===== config.mk =====
export PLATFORM = sky130hd
export DESIGN_NAME = event_encoder
export DESIGN_NICKNAME = d
export VERILOG_FILES = /design/src/rtl/event_encoder_pkg.sv /design/src/rtl/code_fifo.sv /design/src/rtl/event_encoder.sv
export SDC_FILE = /design/constraint.sdc
export NUM_CORES = 1
export LEC_CHECK = 0
export CAP_MARGIN = 5
export CORE_MARGIN = 5
export CORE_UTILIZATION = 48
export DETAILED_ROUTE_END_ITERATION = 12
export PLACE_DENSITY = 0.73
export SLEW_MARGIN = 40
export SYNTH_ARGS = -nofsm -noshare
export SYNTH_HDL_FRONTEND = slang
export SYNTH_HIERARCHICAL = 1
export SYNTH_SLANG_ARGS = --single-unit

===== constraint.sdc =====
create_clock -name clk -period 2.2 [get_ports clk]
set_input_delay 0.33 -clock clk [delete_from_list [all_inputs] [get_ports clk]]
set_output_delay 0.33 -clock clk [all_outputs]
set_load 0.01 [all_outputs]

===== src/rtl/event_encoder_pkg.sv =====
// Shared code constants and priority helpers for the event encoder.
// Bit k of a mask corresponds to request line Ik; bit 1 (I1) has the highest priority.
package event_encoder_pkg;

   localparam logic [1:0] CODE_I1 = 2'b11;
   localparam logic [1:0] CODE_I2 = 2'b10;
   localparam logic [1:0] CODE_I3 = 2'b01;
   localparam logic [1:0] CODE_I4 = 2'b00;

   // One-hot grant of the highest-priority set bit (zero mask gives zero grant).
   function automatic logic [4:1] prio_onehot(input logic [4:1] mask);
      logic [4:1] g;
      g = '0;
      if (mask[1])      g[1] = 1'b1;
      else if (mask[2]) g[2] = 1'b1;
      else if (mask[3]) g[3] = 1'b1;
      else if (mask[4]) g[4] = 1'b1;
      return g;
   endfunction

   // Code of the highest-priority set bit; an empty mask maps to CODE_I4.
   function automatic logic [1:0] prio_code(input logic [4:1] mask);
      logic [1:0] c;
      c = CODE_I4;
      if (mask[1])      c = CODE_I1;
      else if (mask[2]) c = CODE_I2;
      else if (mask[3]) c = CODE_I3;
      return c;
   endfunction

endpackage


===== src/rtl/code_fifo.sv =====
// Synchronous FIFO with a separate occupancy counter; push is accepted when full
// only if a pop happens in the same cycle. Head reads as zero while empty.
module code_fifo #(
   parameter int DEPTH = 4,
   parameter int CW    = $clog2(DEPTH) + 1,
   parameter int W     = 2
) (
   input  logic          clk,
   input  logic          rst_n,
   input  logic          push_i,
   input  logic [W-1:0]  din_i,
   input  logic          pop_i,
   output logic [W-1:0]  dout_o,
   output logic          full_o,
   output logic          empty_o,
   output logic [CW-1:0] count_o
);

   localparam int AW = $clog2(DEPTH);

   logic [DEPTH-1:0][W-1:0] mem_q;
   logic [AW-1:0]           wr_ptr_q, wr_ptr_d;
   logic [AW-1:0]           rd_ptr_q, rd_ptr_d;
   logic [CW-1:0]           count_q, count_d;
   logic                    do_push, do_pop;

   assign empty_o = (count_q == '0);
   assign full_o  = (count_q == CW'(DEPTH));
   assign count_o = count_q;
   assign dout_o  = empty_o ? '0 : mem_q[rd_ptr_q];

   assign do_pop  = pop_i & ~empty_o;
   assign do_push = push_i & (~full_o | do_pop);

   always_comb begin
      wr_ptr_d = wr_ptr_q;
      rd_ptr_d = rd_ptr_q;
      count_d  = count_q;
      if (do_push) wr_ptr_d = wr_ptr_q + 1'b1;
      if (do_pop)  rd_ptr_d = rd_ptr_q + 1'b1;
      case ({do_push, do_pop})
         2'b10:   count_d = count_q + 1'b1;
         2'b01:   count_d = count_q - 1'b1;
         default: count_d = count_q;
      endcase
   end

   always_ff @(posedge clk or negedge rst_n) begin
      if (!rst_n) begin
         wr_ptr_q <= '0;
         rd_ptr_q <= '0;
         count_q  <= '0;
         mem_q    <= '0;
      end else begin
         wr_ptr_q <= wr_ptr_d;
         rd_ptr_q <= rd_ptr_d;
         count_q  <= count_d;
         if (do_push) mem_q[wr_ptr_q] <= din_i;
      end
   end

endmodule


===== src/rtl/event_encoder.sv =====
// Rising-edge event encoder: per-line edge detect, sticky pending bits, fixed-priority
// arbiter feeding a code FIFO delivered over VALID/READY, with a sticky overrun flag.
module event_encoder
   import event_encoder_pkg::*;
#(
   parameter int DEPTH = 4,
   parameter int CW    = $clog2(DEPTH) + 1
) (
   input  logic          clk,
   input  logic          rst_n,
   input  logic          I1,
   input  logic          I2,
   input  logic          I3,
   input  logic          I4,
   output logic          Y1,
   output logic          Y2,
   output logic          VALID,
   input  logic          READY,
   output logic [CW-1:0] COUNT,
   output logic          OVR,
   input  logic          OVR_CLR
);

   logic [4:1] lines;
   logic [4:1] s_q;
   logic [4:1] pend_q, pend_d;
   logic [4:1] edge_det;
   logic [4:1] grant;
   logic       ovr_q, ovr_d;
   logic       ovr_set;
   logic       fifo_full, fifo_empty;
   logic       pop, push, can_push;
   logic [1:0] push_code;
   logic [1:0] head;

   assign lines    = {I4, I3, I2, I1};
   assign edge_det = lines & ~s_q;

   assign pop      = ~fifo_empty & READY;
   assign can_push = ~fifo_full | pop;

   always_comb begin
      grant     = '0;
      push_code = prio_code(pend_q);
      if (can_push) grant = prio_onehot(pend_q);
      push      = |grant;
      // A new edge on the line being granted re-arms it instead of counting as overrun.
      pend_d    = (pend_q & ~grant) | edge_det;
      ovr_set   = |(edge_det & pend_q & ~grant);
      ovr_d     = ovr_set | (ovr_q & ~OVR_CLR);
   end

   always_ff @(posedge clk or negedge rst_n) begin
      if (!rst_n) begin
         s_q    <= '0;
         pend_q <= '0;
         ovr_q  <= 1'b0;
      end else begin
         s_q    <= lines;
         pend_q <= pend_d;
         ovr_q  <= ovr_d;
      end
   end

   code_fifo #(
      .DEPTH (DEPTH),
      .CW    (CW),
      .W     (2)
   ) u_fifo (
      .clk     (clk),
      .rst_n   (rst_n),
      .push_i  (push),
      .din_i   (push_code),
      .pop_i   (READY),
      .dout_o  (head),
      .full_o  (fifo_full),
      .empty_o (fifo_empty),
      .count_o (COUNT)
   );

   assign VALID = ~fifo_empty;
   assign Y1    = head[1];
   assign Y2    = head[0];
   assign OVR   = ovr_q;

endmodule


# Word-level counts from Yosys, hierarchy flattened
# Cells that the tools add are included.
dict set report word_totals {
  regBits 24
  in_bits 8
  output_inout_bits 7
}
dict set report op_classes {
  bitwise_logic 15
  n_reduce_logical 5
  n_eq_ne 3
  mux 18
  order_cmp 3
  addsub 4
}
# cell count
set op_table {}
lappend op_table {{bitwise AND 4 bit} 4}
lappend op_table {{2-to-1 mux 2 bit} 6}
lappend op_table {{bitwise mux 8 bit} 1}
lappend op_table {{NOT 4 bit} 2}
lappend op_table {{OR reduction 4 bit} 2}
lappend op_table {{less-than comparator 2 x 3 -> 1 bit (second input constant)} 2}
lappend op_table {{2-to-1 mux 1 bit} 6}
lappend op_table {{one-hot mux 3 bit (2 select lines)} 1}
lappend op_table {{adder 2 x 1 -> 2 bit (second input constant)} 2}
lappend op_table {{binary-select mux 2 bit (select 2 bit)} 1}
lappend op_table {{demux 2 bit (select 2 bit)} 1}
lappend op_table {{2-to-1 mux 4 bit} 1}
lappend op_table {{OR 4 bit} 1}
lappend op_table {{adder 3 x 1 -> 3 bit (second input constant)} 1}
lappend op_table {{bitwise AND 1 bit} 3}
lappend op_table {{== test 3 bit (second input constant)} 1}
lappend op_table {{logical NOT 3 bit} 1}
lappend op_table {{2-to-1 mux 3 bit} 1}
lappend op_table {{NOT 1 bit} 3}
lappend op_table {{subtractor 3 x 1 -> 3 bit (second input constant)} 1}
lappend op_table {{== test 2 x 1 -> 1 bit (second input constant)} 1}
lappend op_table {{== test 2 bit (second input constant)} 1}
lappend op_table {{>= comparator 2 x 1 -> 1 bit (second input constant)} 1}
lappend op_table {{OR 1 bit} 2}
lappend op_table {{other kinds (2)} 2}

# Logic depth before layout (Yosys ltp)
dict set report depth {
  depth_word 9
  mapped_depth 11
  ltp_nobuf 11
}

# Modules after synthesis
# Netlist, hierarchy kept.
# module instances area_per_inst_um2 cells_each
set modules_own_cells {}
lappend modules_own_cells {code_fifo 1 794.5 61}
lappend modules_own_cells {event_encoder 1 416.6 37}

# Least setup slack after synthesis
# Ideal clock, no wire load.
dict set report synth_path {
  path_kind {register -> register}
  start {register u_fifo.count_q[0] (netlist: u_fifo/count_o[0])}
  end {register u_fifo.count_q[2] (netlist: u_fifo/count_o[2])}
  setup_ps 79
  arrival_time_ps 2491
  t_required_ps 2121
  slack_ps -370
  period_less_slack_ps 2570
  n_path_buf 0
  path_stages_with_launch 12
  cell_sequence {dfrtp_1 nor3_1 inv_1 a21boi_2 nor2_1 nand2b_4 ha_1 inv_1 fa_1 xor2_1 nor2_1 xor2_1}
}
dict set report synth_via {
  elab_chain_len 9
  elab_cells_between_ends 15
}
# element line_no
set synth_rtl {}
lappend synth_rtl {{start, declared} code_fifo.sv:24} ;# logic [CW-1:0] count_q, count_d;
lappend synth_rtl {{start signal, assigned} code_fifo.sv:57} ;# count_q <= count_d;
lappend synth_rtl {{logical NOT 3 bit (*)} code_fifo.sv:27} ;# assign empty_o = (count_q == '0);
lappend synth_rtl {{via fifo_empty} event_encoder.sv:31} ;# logic fifo_full, fifo_empty;
lappend synth_rtl {{NOT 1 bit (*)} --}
lappend synth_rtl {{via VALID} event_encoder.sv:17} ;# output logic VALID,
lappend synth_rtl {{bitwise AND 1 bit (*)} {code_fifo.sv:32, event_encoder.sv:39}}
lappend synth_rtl {{OR 1 bit (*)} {code_fifo.sv:33, event_encoder.sv:40}}
lappend synth_rtl {{2-to-1 mux 4 bit (*)} event_encoder.sv:45} ;# if (can_push) grant = prio_onehot(pend_q);
lappend synth_rtl {{OR reduction 4 bit (*)} event_encoder.sv:46} ;# push = |grant;
lappend synth_rtl {{via push} event_encoder.sv:32} ;# logic pop, push, can_push;
lappend synth_rtl {{bitwise AND 1 bit (*)} code_fifo.sv:33} ;# assign do_push = push_i & (~full_o | do_pop);
lappend synth_rtl {{== test 2 x 1 -> 1 bit or == test 2 bit (tied branches)} code_fifo.sv:41} ;# case ({do_push, do_pop})
lappend synth_rtl {{one-hot mux 3 bit (2 select lines) or nonzero test 2 bit (tied branches)} --}
# Mark *: on every way through the listed nets, which the timed path passes. The rest lies on a longest branch.
# A chain may end at the register's enable or synchronous reset.

# Worst setup path after layout
dict set report layout_path {
  start {register u_fifo.count_q[0] (netlist: u_fifo/count_o[0])}
  end {register u_fifo.count_q[2] (netlist: u_fifo/count_o[2])}
}
dict set report layout_via {
  elab_chain_len 9
  elab_cells_between_ends 15
}
# element line_no
set layout_rtl {}
lappend layout_rtl {{logical NOT 3 bit} code_fifo.sv:27}
lappend layout_rtl {{NOT 1 bit} {code_fifo.sv:32, event_encoder.sv:39}}
lappend layout_rtl {{bitwise AND 1 bit} {code_fifo.sv:32, event_encoder.sv:39}}
lappend layout_rtl {{OR 1 bit} {code_fifo.sv:33, event_encoder.sv:40}}
lappend layout_rtl {{2-to-1 mux 4 bit} event_encoder.sv:45}
lappend layout_rtl {{OR reduction 4 bit} event_encoder.sv:46}
lappend layout_rtl {{bitwise AND 1 bit} code_fifo.sv:33}
lappend layout_rtl {{== test 2 x 1 -> 1 bit or == test 2 bit (tied branches)} code_fifo.sv:41}
lappend layout_rtl {{one-hot mux 3 bit (2 select lines) or nonzero test 2 bit (tied branches)} --}
# Several ways; a longest one is shown, not always the timed one.

==> results.md <==
- After global routing the overflow that remains totals 0.
- A synthesized cell averages 12.36 um2.
- For this design, the CTS-stage hold fixing added 0 buffers.
- The die covers 3628 um2.
- The number of search-and-repair iterations in the first detailed-routing pass is 3.
- The clock network burns 14.0% of the power.
- The share of synthesized registers carrying an async set or reset is 100.0%.
- The core box area is 2455 um2.
- In the synthesized netlist, the number of instances is 98.
- The arrival time at the worst endpoint is 2350 ps.
- The worst max-slew margin expressed relative to the limit is 79.41%.
- At the end of routability-driven placement, the weighted congestion stood at 0.7311.
- The worst setup path startpoint is u_fifo/count_o[0]$_DFFE_PN0P_.
- In this run the remaining antenna-violating nets after routing total 0.
- The detailed-route wire length per cell is 14.29 um.
- The sequential area share after synthesis is 49.59%.
- The dominant synthesized flop cell is sky130_fd_sc_hd__dfrtp_1.
- STA classifies the critical path startpoint as a register.
- The number of warnings reported in the yosys synthesis log is 6.
- The area share of the largest cell type after synthesis is 49.59%.
- The analysis attributes to net switching a power of 783.3 uW.
- The total wire length is 2358 um.
- After clock tree synthesis, the clock-pin slew on the worst setup and hold paths is 140 ps.
- The worst register-to-register path begins at u_fifo/count_o[0]$_DFFE_PN0P_.
- The worst setup path is of the register to register kind.
- The detailed router finished its first iteration with 23 violations.
- The clock latency on the worst-skew pair is 320 ps.
- At the worst endpoint, the required time is 2440 ps.
- The number of input and output port buffers inserted is 14.
- In this run the cell area of the synthesized design comes to 1211 um2.
- The post-route netlist has 41.48% of its cells at a drive strength greater than 1.
- The internal portion of the total power is 1510 uW.
- In this run the horizontal extent of the chip is 60.23 um.
- The number of nets in the finished design is 150.
- The net count after synthesis is 112.
- Setup violations remaining at the end of the flow were counted as 0.
- The flow ran to the end, and the final reports show no timing, DRC or antenna violations.
- In this run, placement finished with an instance count of 153.
- Hold timing on the final database bottoms out at a slack of 344.7 ps.
- Measured on the finished design, the core utilization comes to 66.67%.
- The detailed router placed 836 vias in this run.
- The final period utilization is 95.94%.
- The maximum clock path buffer count is 2.
- Leaving out fill and tap cells, the most frequent cell in the layout is sky130_fd_sc_hd__dfrtp_1.
- The initial antenna violation count came to 0.
- TritonCTS built the clock tree.
- Of all cell types, the one taking the most synthesized area is sky130_fd_sc_hd__dfrtp_1.
- The total power density per cell area is 1402 nW/um2.
- The aggregate global-route resource usage is 15.32%.
- The layout-stage area growth over the synthesis result is 35.12%.
- In this run, CTS created clock tree buffers numbering 3.
- The clock root buffer is sky130_fd_sc_hd__clkbuf_4.
- The worst IR drop on VDD is 0.0008785 V.
- Summed over all cells, the static leakage comes to 0.0007541 uW.
- In this run the number of H-tree levels came out at 1.
- The first global-routing pass estimated 4002 um of wire.
- The top fanout value on the critical path is 6.
- Based on the critical path, the design can be clocked at up to 0.4738 GHz.
- Of the total power, the share spent switching nets is 34.15%.
- For this run, design rule violations remaining after detail routing come to 0.
- Between clock sinks in the finished design, the worst skew comes to 8.969 ps.
- In this run the core area contains 18 standard-cell rows.
- The final period demand of the worst path is 2111 ps.
- The antenna cell count is 0.
- In this run the worst hold path is classified as input port to async pin.
- The combinational power share is 51.2%.
- The number of hold violations in the final report came to 0.
- The total of fill cells in the finished design is 179.
- The sequential share of power is 34.8%.
- For this design, the sink count on the clock tree is 24.
- The ratio of routed vias to standard cells is 5.067.
- The die span in y is 60.23 um.
- The top cell types in the final layout, fill and taps aside, are sky130_fd_sc_hd__dfrtp_1, sky130_fd_sc_hd__buf_4, sky130_fd_sc_hd__clkdlybuf4s50_1.
- The maximum number of pins on one net before global-route repair is 25.
- At the pin with the least slew margin, the transition time is 308.8 ps.
- The HPWL after detailed placement is 1793 um.
- The count of final max-slew check failures was 0.
- The starting density of the core is 49.34%.
- By area the synthesized netlist is led by sky130_fd_sc_hd__dfrtp_1, sky130_fd_sc_hd__mux2_2, sky130_fd_sc_hd__ha_1, sky130_fd_sc_hd__mux4_2, sky130_fd_sc_hd__inv_1.
- The unique cell type count in the Yosys netlist is 31.
- The number of register bits inferred by synthesis is 24.
- Setup repair after global routing could not meet its margin everywhere.
- During I/O placement, the number of pins put on the boundary was 15.
- The via count of the first global-routing pass is 861.
- The finished layout holds 165 standard cells, fillers aside.
- The max-cap violation count is 0.
- The kind of end point of the critical path is a register.
- In this run, synthesis inferred 0 flip-flops with an integrated enable.
-- kinds of logic after synthesis --
family | count (synthesis) | share of synthesized area (%)
AO/OA/AOI/OAI | 13 | 9.609
XOR/XNOR | 6 | 4.340
adder cells (fa/ha/maj) | 6 | 6.818
buffers and inverters | 12 | 4.339
flip-flops | 24 | 49.59
multiplexers | 12 | 12.91
AND/OR/NAND/NOR | 25 | 12.40
-- sequential cells by signal (all words and copies together) (netlist names) --
name	cells
u_fifo/count_o	3
u_fifo/rd_ptr_q	2
pend_q	4
s_q	4
u_fifo/wr_ptr_q	2
OVR	1
u_fifo/mem_q	8
-- repair_timing --
action | in CTS | in global routing
buffers inserted | 2 | 6
pin swaps | 0 | 6
endpoints found under the setup margin | 2 | 2
resized for setup | 2 | 6
-- power groups by stage --
stage	Combinational, uW	Clock, uW	Sequential [uW]
floorplan	680	0	795
global placement	1030	0	796
detailed placement	1070	0	819
CTS	1100	329	802
global route	1280	348	821
finish	1170	321	798
-- metal layers --
metal	up-vias	routed length, um	track usage (%)
met5	-	0	0
met4	0	25	3.797
met3	2	72	3.240
met2	8	1192	27.16
met1	417	1068	18.77
li1	409	-	-
-- cells in the mapped netlist (all sizes together), types with 2 or more instances --
library cell  count
mux2              9
o21ai             4
nand2b            2
xor2              3
xnor2             3
a21o              2
inv              11
nor3              2
nand2             5
nor2b             4
nor2              7
and3              2
dfrtp            24
ha                5
mux4              2
-- path summary, 6_finish.rpt --
check                      depth (start not counted)                            end  slack, ps
min reg2reg                                        1            pend_q[4]$_DFF_PN0_        460
min                                                2                  OVR$_DFF_PN0_        340
min in group clk                                   1               s_q[1]$_DFF_PN0_        450
max                                                9  u_fifo/count_o[2]$_DFFE_PN0P_         90
max reg2reg                                        9  u_fifo/count_o[2]$_DFFE_PN0P_         90
max in group asynchronous                          2  u_fifo/count_o[2]$_DFFE_PN0P_       1590
-- area by class of cell --
type                            instances  area (um2)  area share, %
Clock buffer                            3       22.52          1.376
Clock inverter                          1       30.03          1.835
Tap cell                               30       37.54          2.294
Sequential cell                        24       605.6          37.00
Multi-Input combinational cell         62       604.3          36.93
Timing Repair Buffer                   34       295.3          18.04
Inverter                               11       41.29          2.523
-- worst max-delay path, cell delays in order (launching register included) --
cell and delay, ps:
sky130_fd_sc_hd__dfrtp_2 500, sky130_fd_sc_hd__buf_6 150, sky130_fd_sc_hd__nor4b_4 290, sky130_fd_sc_hd__nand2b_4 190, sky130_fd_sc_hd__ha_4 130, sky130_fd_sc_hd__inv_2 40
sky130_fd_sc_hd__fa_2 340, sky130_fd_sc_hd__xor2_1 140, sky130_fd_sc_hd__nor2_1 110, sky130_fd_sc_hd__xor2_1 150
-- metrics by stage --
| step | instance area, um2 | worst slack, ps | total power (uW) | setup TNS (ps) |
|---|---|---|---|---|
| floorplan | 1256 | 16.98 | 1475 | 0 |
| global placement | 1513 | -63.03 | 1822 | -63.03 |
| detailed placement | 1513 | -139.7 | 1890 | -143.1 |
| CTS | 1580 | 4.296 | 2229 | 0 |
| global route | 1637 | -39.87 | 2453 | -39.87 |
| finish | 1637 | 89.32 | 2294 | 0 |
No activity file was read; power rests on OpenSTA's default activity.
==> RTL edit 1 (same settings) <==
`DEPTH` is set to 4 in 2 places; all go to 8.
--- a/src/rtl/code_fifo.sv
+++ b/src/rtl/code_fifo.sv
@@ -2,5 +2,5 @@
 // only if a pop happens in the same cycle. Head reads as zero while empty.
 module code_fifo #(
-   parameter int DEPTH = 4,
+   parameter int DEPTH = 8,
    parameter int CW    = $clog2(DEPTH) + 1,
    parameter int W     = 2
--- a/src/rtl/event_encoder.sv
+++ b/src/rtl/event_encoder.sv
@@ -4,5 +4,5 @@
    import event_encoder_pkg::*;
 #(
-   parameter int DEPTH = 4,
+   parameter int DEPTH = 8,
    parameter int CW    = $clog2(DEPTH) + 1
 ) (
Interface: changed (resized COUNT); port bits go from 15 to 16. The function was not compared with the original's and may differ.
==> RTL edit 1 against the original RTL <==
  * The flow now finishes with violations (setup timing)
  * Sequential cell count up 11
  * Cell count up 45%
  * Area after synthesis up 55%
  * Cell area up 51%
  * Worst setup slack worse by 0.42 ns
  * Sequential power up 48%
  * Power up 44%
  * Die area up 45%
  * Clock skew down 0.0037 ns
  * Wire length up 70%
  * Combinational power up 42%
  * Largest power group unchanged
==> RTL edit 1: results (changes against the original RTL) <==
Drt
  – Metal2 WL: 2160 um (was 1190 um)
  – Wire length on met3: 97 um (was 72 um)

Finish
  – Multi-input combinational area share: 0.415 (was 0.369)
  – Non-CTS buffers: 44 (was 34)
  – FILL cells: 290 (was 179)
  – Signal buffers share of area: 0.152 (was 0.180)
  – Number of clock buffers in the layout: 6 (was 3)
  – Seq/total area: 0.355 (was 0.370)
  – Share of layout cells above drive strength 1: 0.427 (was 0.415)
  – #MultiIn Comb: 94 (was 62)
  – Area Overhead vs Synth: 31.6% (was 35.1%)
  – Nets: 205 (was 150)
  – Largest register FFs: 16 (was 8)

Global routing
  – Global Route Usage Sum: 0.171 (was 0.153)
  – Pin count of the biggest net entering global routing: 36 (was 25)
  – Vias in the first global route: 1420 (was 861)

Placement
  – Port Buffers: 15 (was 14)
  – Dpl ws: -0.429 ns (was -0.140 ns)
  – GPL Wtd Cong: 0.745 (was 0.731)
  – Cell Area, Placed: 0.00226 mm^2 (was 0.00151 mm^2)
  – Placed Cells: 227 (was 153)

Yosys
  – Synth Area in XOR/XNOR: 0.0327 (was 0.0434)
  – Synth cell types: 47 (was 31)
  – Flops & latches, synth: 35 (was 24)
  – Multiplexer share of the synthesized area: 0.178 (was 0.129)
  – Syn nets: 161 (was 112)
  – Cells after synthesis: 148 (was 98)

Pwr
  – Static Leak: 1.08 nW (was 0.754 nW)
  – Worst VDD drop: 0.729 mV (was 0.878 mV)

Run status
  – Violated checks: setup timing
  – Outcome: complete, but fails checks (was completed)

Clock network
  – Post-CTS Resized: 14 (was 2)
  – Clk Latency, worst-skew pair: 0.28 ns (was 0.32 ns)
  – Postcts setup bufs: 5 (was 2)

Hold path
  – Hold Path Class: flop to flop (was input pin to async pin)

Timing
  – Final worst setup slack: -0.330 ns (was 0.0893 ns)
  – Final setup viols: 3 (was 0)

Worst setup path
  – Reg2Reg Depth: 10 (was 9)
==> RTL edit 1: cell count changes after synthesis, sizes merged, moves of 4 or more <==
| cell | delta |
|---|---|
| o21ai | +7 |
| mux2 | +10 |
| dfrtp | +11 |
| nand2 | -4 |
==> RTL edit 1: final timing paths <==
path                                      endpoint  slack, ns               from
worst min register to register           pend_q[4]       0.45             s_q[4]
worst max-delay path             u_fifo/count_o[3]      -0.33  u_fifo/count_o[3]
min in group asynchronous                   s_q[4]       0.47              rst_n
worst min-delay path                     pend_q[4]       0.45             s_q[4]
worst max register to register   u_fifo/count_o[3]      -0.33  u_fifo/count_o[3]
max in group asynchronous       u_fifo/rd_ptr_q[1]       1.39              rst_n
==> RTL edit 1: routing by layer <==
layer / global-route usage / up-vias
li1: - / 627
met2: 0.293 / 16
met4: 0.0594 / 0
met5: 0 / -
met3: 0.0471 / 7
met1: 0.207 / 684
==> RTL edit 1: power by group <==
part           internal [mW]  switching [mW]
clock                  0.245           0.213
sequential             0.918           0.266
combinational          0.983           0.680
==> RTL edit 2 (config.mk and constraints unchanged) <==
Without the edit above. Put a register stage on the output `COUNT`. The value now appears one clock later. The other outputs are not delayed to match.
--- a/src/rtl/event_encoder.sv
+++ b/src/rtl/event_encoder.sv
@@ -21,4 +21,6 @@
    input  logic          OVR_CLR
 );
+
+   logic [CW-1:0] COUNT_d;
 
    logic [4:1] lines;
@@ -76,5 +78,5 @@
       .full_o  (fifo_full),
       .empty_o (fifo_empty),
-      .count_o (COUNT)
+      .count_o (COUNT_d)
    );
 
@@ -84,4 +86,8 @@
    assign OVR   = ovr_q;
 
+   always_ff @(posedge clk) begin
+      COUNT <= COUNT_d;
+   end
+
 endmodule
 
Formal check against the unedited RTL: not equivalent (Yosys sat finds a counterexample within 4 cycles, from zero or initial values and one cycle with rst_n low).
==> RTL edit 2 against the original RTL <==
  * Wire length about the same
  * Worst setup slack worse by 0.028 ns
  * Sequential cell count up 3
  * Sequential power up 11%
  * Cell area down 0.38%
  * Critical endpoint unchanged
  * Combinational power down 5%
  * Area after synthesis up 5.0%
  * Clock skew about the same
  * Power down 3.8%
  * Highest routed layer unchanged
==> RTL edit 2: results (changes against the original RTL) <==
Finish
  – Share of layout cells above drive strength 1: 0.376 (was 0.415)
  – FILL cells: 191 (was 179)
  – Final Non-Filler Cells: 163 (was 165)
  – Register area: 666 um^2 (was 606 um^2)

Timing
  – Clock Skews: 0.00891 ns (was 0.00897 ns)

Global routing
  – Global Route Usage Sum: 0.149 (was 0.153)
  – First-pass GRT wire length: 4020 um (was 4000 um)
  – Vias in the first global route: 907 (was 861)

Yosys
  – Post-synth top area share: 0.472 (was 0.496)
  – Register area share after synthesis: 0.520 (was 0.496)
  – Syn Area/Cell: 12.6 um^2 (was 12.4 um^2)
  – Synth area leaders: dfrtp_1 47%, mux2_2 8.0%, ha_1 4.9% (was dfrtp_1 50%, mux2_2 8.4%, ha_1 5.2%)
  – Ys async rst share: 0.889 (was 1.00)
  – Syn nets: 115 (was 112)

Placement
  – DP Wirelength: 1730 um (was 1790 um)
  – Placed Cells: 156 (was 153)
  – Dpl ws: -0.124 ns (was -0.140 ns)
  – GPL Wtd Cong: 0.744 (was 0.731)

Drt
  – Wire length per cell: 14.5 um (was 14.3 um)
  – Vias per cell: 5.06 (was 5.07)
  – Drt pass-1 iters: 4 (was 3)

Worst setup path
  – CP arrival: 2.38 ns (was 2.35 ns)
  – Critical Path Fanout Max: 5 (was 6)
  – Setup slack, reg-to-reg: 0.06 ns (was 0.09 ns)

Pwr
  – Worst VDD drop: 0.926 mV (was 0.878 mV)

Run status
  – Outcome: completed (unchanged)
==> RTL edit 2: kinds of logic after synthesis <==
| family | after synthesis | synth area share |
|---|---|---|
| XOR/XNOR | 6 | 0.0413 |
| AND/OR/NAND/NOR | 25 | 0.118 |
| multiplexers | 12 | 0.123 |
| adder cells (fa/ha/maj) | 6 | 0.0650 |
| buffers and inverters | 12 | 0.0413 |
| AO/OA/AOI/OAI | 13 | 0.0915 |
| flip-flops | 27 | 0.520 |
==> RTL edit 2: power groups by stage <==
stage               Clock (mW)  Combinational, mW  Sequential, mW
floorplan                    0              0.676           0.868
global placement             0               1.03           0.875
detailed placement           0               1.06           0.888
CTS                      0.223               1.10           0.869
global route             0.251               1.23           0.905
finish                   0.209               1.11           0.885
==> RTL edit 2: layout make-up <==
type / instances / share of cell area
sequential: 27 / 0.408
clock inverter: 1 / 0.00307
tap: 30 / 0.0230
multi-input combinational: 62 / 0.371
clock buffer: 3 / 0.0138
timing repair buffer: 29 / 0.156
inverter: 11 / 0.0253
==> RTL edit 2: how the worst min path moves through the flow <==
stage | start | to | slack [ns] | cells after the start
6_report | rst_n | s_q[3] | 0.34 | 2
4_1_cts | rst_n | s_q[3] | 0.35 | 2
2_1_floorplan | rst_n | OVR | 0.03 | 0
3_5_place_dp | s_q[4] | pend_q[4] | 0.43 | 1
3_3_place_gp | s_q[4] | pend_q[4] | 0.43 | 1
5_1_grt | rst_n | s_q[3] | 0.34 | 2
==> RTL edit 2: routing by layer <==
metal | global-route usage | vias to the layer above | routed length, um
li1 | - | 408 | -
met1 | 0.189 | 402 | 1040
met2 | 0.246 | 13 | 1210
met3 | 0.0314 | 2 | 86
met4 | 0.0636 | 0 | 19
met5 | 0 | - | 0
==> RTL edit 2: what timing repair did <==
item	4_1_cts	5_1_grt
resized for setup	2	8
pin swaps	0	2
endpoints found under the setup margin	2	2
gates cloned	0	0
buffers inserted	2	1
==> RTL edit 2: worst max-delay path, stage by stage (launching register included) <==
cell      delay [ns]
dfrtp_2         0.49
nor3_4          0.24
inv_2           0.08
a21boi_4        0.16
nor2_4          0.05
nand2b_4        0.08
ha_4            0.13
inv_1           0.04
fa_2            0.33
xor2_1          0.15
nor2_1          0.13
xor2_1          0.18
